`src/rtl/ioblock_cfg_pkg.sv`:
```
// rtl/ioblock_cfg_pkg.sv - shared constants and types for the ioblock configuration controller
package ioblock_cfg_pkg;

    localparam int CFG_W = 3;

    localparam logic [1:0] TSMUX_HIZ   = 2'b00;
    localparam logic [1:0] TSMUX_TSCTL = 2'b01;
    localparam logic [1:0] TSMUX_DRIVE = 2'b10;

    // Safe power-up configuration: pad tri-stated, input path unregistered.
    localparam logic [1:0]       TSMUX_RST  = TSMUX_HIZ;
    localparam logic             DORREG_RST = 1'b0;
    localparam logic [CFG_W-1:0] CFG_RST    = {TSMUX_RST, DORREG_RST};

    typedef enum logic [1:0] {
        ST_IDLE   = 2'd0,
        ST_LOAD   = 2'd1,
        ST_COMMIT = 2'd2,
        ST_ERROR  = 2'd3
    } cfg_state_e;

endpackage

```
`src/rtl/iob_cfg_bank.sv`:
```
// rtl/iob_cfg_bank.sv - one pad's shadow/active configuration register pair
module iob_cfg_bank
    import ioblock_cfg_pkg::*;
(
    input  logic             clk,
    input  logic             rst_n,
    input  logic             wr_en,
    input  logic [CFG_W-1:0] wr_data,
    input  logic             commit,
    output logic [1:0]       tsmux,
    output logic             dorreg
);

    logic [CFG_W-1:0] shadow_q, shadow_d;
    logic [CFG_W-1:0] active_q, active_d;

    // Shadow takes beats during load; active only moves on the shared commit strobe.
    always_comb begin
        shadow_d = wr_en  ? wr_data  : shadow_q;
        active_d = commit ? shadow_q : active_q;
    end

    // Both copies fall back to the safe configuration on reset.
    always_ff @(posedge clk or negedge rst_n) begin
        if (!rst_n) begin
            shadow_q <= CFG_RST;
            active_q <= CFG_RST;
        end else begin
            shadow_q <= shadow_d;
            active_q <= active_d;
        end
    end

    assign tsmux  = active_q[2:1];
    assign dorreg = active_q[0];

endmodule

```
`src/rtl/ioblock_cfg_ctrl.sv`:
```
// rtl/ioblock_cfg_ctrl.sv - collects per-pad config beats and commits all pads atomically
module ioblock_cfg_ctrl
    import ioblock_cfg_pkg::*;
#(
    parameter int NUM_IOB = 8,
    parameter int IDX_W   = $clog2(NUM_IOB)
) (
    input  logic                 IOCLK,
    input  logic                 RSTN,
    input  logic                 CFG_START,
    input  logic                 CFG_VALID,
    output logic                 CFG_READY,
    input  logic [CFG_W-1:0]     CFG_DATA,
    input  logic                 CFG_LAST,
    output logic [2*NUM_IOB-1:0] TSMUX_OUT,
    output logic [NUM_IOB-1:0]   DORREG_OUT,
    output logic                 BUSY,
    output logic                 DONE,
    output logic                 ERR
);

    localparam logic [IDX_W-1:0] LAST_IDX = IDX_W'(NUM_IOB - 1);

    cfg_state_e         state_q, state_d;
    logic [IDX_W-1:0]   idx_q, idx_d;
    logic               err_q, err_d;
    logic               done_q, done_d;
    logic               ready_q, ready_d;
    logic               busy_q, busy_d;
    logic [NUM_IOB-1:0] wr_en;
    logic               commit;

    // Sequencer: beat n lands in pad n; a restart drops the concurrent beat.
    always_comb begin
        state_d = state_q;
        idx_d   = idx_q;
        err_d   = err_q;
        done_d  = 1'b0;
        wr_en   = '0;
        commit  = 1'b0;
        case (state_q)
            ST_IDLE: begin
                if (CFG_START) begin
                    state_d = ST_LOAD;
                    idx_d   = '0;
                    err_d   = 1'b0;
                end
            end
            ST_LOAD: begin
                if (CFG_START) begin
                    idx_d = '0;
                end else if (CFG_VALID && ready_q) begin
                    wr_en[idx_q] = 1'b1;
                    if (CFG_LAST) begin
                        state_d = (idx_q == LAST_IDX) ? ST_COMMIT : ST_ERROR;
                    end else if (idx_q == LAST_IDX) begin
                        state_d = ST_ERROR;
                    end else begin
                        idx_d = idx_q + IDX_W'(1);
                    end
                end
            end
            ST_COMMIT: begin
                commit  = 1'b1;
                done_d  = 1'b1;
                state_d = ST_IDLE;
            end
            ST_ERROR: begin
                err_d   = 1'b1;
                state_d = ST_IDLE;
            end
            default: state_d = ST_IDLE;
        endcase
        // Status outputs are registered from the next-state so they track state_q exactly.
        ready_d = (state_d == ST_LOAD);
        busy_d  = (state_d == ST_LOAD) || (state_d == ST_COMMIT);
    end

    // Controller state and registered status outputs.
    always_ff @(posedge IOCLK or negedge RSTN) begin
        if (!RSTN) begin
            state_q <= ST_IDLE;
            idx_q   <= '0;
            err_q   <= 1'b0;
            done_q  <= 1'b0;
            ready_q <= 1'b0;
            busy_q  <= 1'b0;
        end else begin
            state_q <= state_d;
            idx_q   <= idx_d;
            err_q   <= err_d;
            done_q  <= done_d;
            ready_q <= ready_d;
            busy_q  <= busy_d;
        end
    end

    for (genvar i = 0; i < NUM_IOB; i++) begin : g_bank
        iob_cfg_bank u_bank (
            .clk     (IOCLK),
            .rst_n   (RSTN),
            .wr_en   (wr_en[i]),
            .wr_data (CFG_DATA),
            .commit  (commit),
            .tsmux   (TSMUX_OUT[2*i+1:2*i]),
            .dorreg  (DORREG_OUT[i])
        );
    end

    assign CFG_READY = ready_q;
    assign BUSY      = busy_q;
    assign DONE      = done_q;
    assign ERR       = err_q;

endmodule

```
`config.mk`:
```
export PLATFORM = sky130hd
export DESIGN_NAME = ioblock_cfg_ctrl
export DESIGN_NICKNAME = d
export VERILOG_FILES = /design/src/rtl/ioblock_cfg_pkg.sv /design/src/rtl/iob_cfg_bank.sv /design/src/rtl/ioblock_cfg_ctrl.sv
export SDC_FILE = /design/constraint.sdc
export NUM_CORES = 1
export LEC_CHECK = 0
export CAP_MARGIN = 10
export CELL_PAD_IN_SITES_DETAIL_PLACEMENT = 0
export CELL_PAD_IN_SITES_GLOBAL_PLACEMENT = 2
export CORE_ASPECT_RATIO = 1.25
export CORE_UTILIZATION = 30
export DETAILED_ROUTE_END_ITERATION = 7
export PLACE_DENSITY = 0.65
export RECOVER_POWER = 100
export SKIP_CTS_REPAIR_TIMING = 1
export SLEW_MARGIN = 20
export SYNTH_ARGS = -nofsm -noshare
export SYNTH_HDL_FRONTEND = slang
export SYNTH_SLANG_ARGS = --single-unit
```
`constraint.sdc`:
```
create_clock -name IOCLK -period 1.94 [get_ports IOCLK]
set_input_delay 0.582 -clock IOCLK [delete_from_list [all_inputs] [get_ports IOCLK]]
set_output_delay 0.582 -clock IOCLK [all_outputs]
set_load 0.1 [all_outputs]
```
==> impl_summary.md <==
Critical path
Along the worst path, the maximum fanout reaches 3. At the worst endpoint, the arrival time is 2.16 ns. The kind of start point of the critical path is a register. The most critical setup path has its startpoint at state_q[1]$_DFF_PN0_. The reg-to-reg critical path startpoint is state_q[1]$_DFF_PN0_.

By startpoint and endpoint, the worst setup path is classified as register to register. The worst endpoint required time is 2.15 ns. STA classifies the critical path endpoint as a register.

Final layout
The share of post-route cells with drive strength above 1 is 0.5166. The synthesis-to-finish area growth is 27.93%. 0 antenna diodes ended up in the layout. In the final layout, the multi-input gates occupy 817.0 um2.

In the final design database the tool counted 217 nets. After the flow finishes, the layout carries non-filler instances totaling 303. The filler cells instantiated in the layout total 750.

The register cell area after layout is 0.001428 mm2. In the layout the commonest cells are 56 x dfrtp_1, 44 x mux2_2, 28 x clkbuf_2. Leaving out fill and tap cells, the most frequent cell in the layout is dfrtp_1.

Global route
The first global-routing pass estimated 7845 um of wire. The initial antenna violation count is 0. In the global route stage, overall resource usage came out at 0.1325. After global routing the overflow that remains totals 0. The largest net degree at the start of global routing is 37.

The via count of the first global-routing pass was 1,590.

Routing
The number of vias after detailed routing is 1,441. The per-cell routed wire length is 15.27 um. Wires add up to 4628 um.

The first TritonRoute pass finished after 4 iterations. The count of antenna-violating nets left after detailed routing is 0. The number of design-rule violations left by the first detailed-router iteration is 29. Using the TritonRoute via totals, the vias-per-cell ratio works out to 4.756. In the routed design, unresolved DRC markers number 0.

Power and ir drop
Summed over all cells, the static leakage comes to 1.503 nW. Across the VDD grid, the largest voltage drop is 0.5171 mV. For this design the ratio of total power to cell area is 1196 mW/mm2.

Synth
In this run, synthesis produced a sequential element count of 57. Synthesis produced a netlist with a net count of 167. Of the synthesized area, sequential elements account for 0.6136. The count of synthesis-stage warnings from yosys is 0.

After synthesis the cells add up to 0.002325 mm2. The count of different cell masters after synthesis is 29. The post-synthesis cell count is 156. Averaged over all synthesized cells, the footprint is 14.90 um2.

STA
Across all hold checks on the routed design, the worst slack comes to 0.5002 ns. The highest achievable clock rate is 514.4 MHz. The transition time at the pin with the least slew margin is 1.274 ns. Setup violations remaining at the end of the flow were counted as 2. The count of final hold-check violations came to 0. The slack of the critical path is -0.003846 ns.

The worst pin sits at a relative slew slack of 0.1509. The max-slew violation count is 0. Summed over all failing endpoints, the final setup total negative slack is -0.003969 ns.

The period utilization is 1.002. On the final layout, the worst clock skew is 0.005505 ns. Setup repair after global routing could not meet its margin everywhere. For the finished layout, the period the worst path requires is 1.944 ns.

Floorplan
The starting utilization of the core area is 0.3123. In this run the count of I/O pins placed on the die edge is 36. The die covers 0.008107 mm2. The die extent in y is 100.4 um. The region available for standard cell placement spans 0.007445 mm2. The number of core rows is 35. From left edge to right edge, the die measures 80.74 um.

Clock network
The clock input transition at the sequential cells of the worst setup and hold paths is 0.06 ns. For the worst-skew pair, the clock arrives at the later sink with an insertion delay of 0.33 ns. The buffer depth of the longest clock path is 2. The buffer type at the clock tree root is clkbuf_8. The H-tree was split into 3 levels. The number of clock buffers added by TritonCTS is 9.

The TritonCTS clock tree is built. The clock net sink count is 57.

Placed design
The estimated wirelength of the detail-placed design is 3297 um. During placement, the flow inserted port buffers numbering 35. Routability-driven placement finished with a final weighted congestion of 0.8548. In this run, placement finished with an instance count of 287.

Run status
The checks that failed: negative setup slack. The flow ran to the end, but the final reports show violations.

Worst hold path
The class of the tightest hold or removal check is register to register. The hold path startpoint is g_bank[4].u_bank.shadow_q[1]$_DFFE_PN0P_.

Run
Max-cap violations in this run came to 0.
[path summary, 6_finish.rpt]
| path | end | slack (ns) | cells past startpoint |
|---|---|---|---|
| min reg2reg | g_bank[4].u_bank.shadow_q[1]$_DFFE_PN0P_ | 0.50 | 1 |
| min | g_bank[4].u_bank.shadow_q[1]$_DFFE_PN0P_ | 0.50 | 1 |
| max reg2reg | g_bank[0].u_bank.shadow_q[2]$_DFFE_PN0P_ | -0.004 | 3 |
| max in group asynchronous | CFG_READY$_DFF_PN0_ | 0.58 | 1 |
| min in group asynchronous | g_bank[0].u_bank.active_q[2]$_DFFE_PN0P_ | 0.51 | 1 |
| max | g_bank[0].u_bank.shadow_q[2]$_DFFE_PN0P_ | -0.004 | 3 |
[stage by stage]
stage / cell area [um2] / setup WS, ns / util / total power [mW]
2_1_floorplan: 2326 / -0.06536 / - / 1.994
3_3_place_gp: 3120 / -0.5331 / 0.4192 / 2.359
3_5_place_dp: 3120 / -0.5457 / 0.4192 / 2.381
4_1_cts: 3383 / -0.1838 / 0.4545 / 3.811
5_1_grt: 2974 / -0.04429 / 0.3995 / 3.716
6_report: 2974 / -0.003846 / 0.3995 / 3.556
[registers in the layout (all words and copies together) (netlist names)]
signal                  flops
g_bank.u_bank.active_q     24
g_bank.u_bank.shadow_q     24
idx_q                       3
state_q                     2
BUSY                        1
CFG_READY                   1
DONE                        1
ERR                         1
[area by class of cell]
| type | instances | share of cell area |
|---|---|---|
| clock buffer | 12 | 0.05553 |
| clock inverter | 4 | 0.03281 |
| sequential | 57 | 0.4800 |
| multi-input combinational | 84 | 0.2747 |
| tap | 92 | 0.03870 |
| timing repair buffer | 50 | 0.1132 |
| inverter | 4 | 0.005048 |
[synthesized netlist by cell type]
master,n,area share
dfrtp_1,57,0.61
mux2_2,45,0.22
buf_4,8,0.026
nor2_1,8,0.013
inv_1,4,0.0065
ha_1,3,0.016
mux2_4,3,0.019
nor3_1,3,0.0065
a22o_1,2,0.0075
buf_2,2,0.0043
nand4_1,2,0.0054
or4_1,2,0.0065
a21boi_0,1,0.0032
a21oi_1,1,0.0022
a22oi_1,1,0.0032
and4b_1,1,0.0043
clkbuf_1,1,0.0016
nand2_1,1,0.0016
nand2b_1,1,0.0027
nand3_1,1,0.0022
nand4b_1,1,0.0038
nand4bb_1,1,0.0048
nor4b_1,1,0.0038
o21ai_0,1,0.0022
o221ai_1,1,0.0038
o22a_1,1,0.0038
o2bb2ai_1,1,0.0038
or4_4,1,0.0048
or4b_4,1,0.0059
[critical path, stage by stage (launching register included)]
cell and delay [ns]:
dfrtp_1 0.38, or4b_4 0.57, or4_4 0.57, mux2_4 0.31
[power breakdown]
group          switching, mW  internal (mW)  leakage [nW]
Combinational          0.553          0.203         0.607
Sequential            0.0743           1.32         0.767
Clock                  0.451          0.958         0.129
Total                   1.08           2.48          1.50
[routing by layer]
layer	part of all wire	up-vias	routed length, um	track usage
met2	0.53	28	2460	0.2190
met5	0	-	0	0
met1	0.40	747	1873	0.1573
met4	0.019	0	89	0.07005
li1	-	658	-	-
met3	0.044	8	204	0.03273
[logic make-up (layout without fill, tap and decap cells)]
group	count (synthesis)	after routing	share of synthesized area
DFF	57	57	0.6136
muxes	48	48	0.2374
and+or+nand+nor	24	24	0.06512
buffers and inverters	15	70	0.03821
AOI/OAI and AO/OA	9	9	0.02960
adders and majority gates	3	3	0.01615
Note: power is estimated with default switching activity, not from simulation.
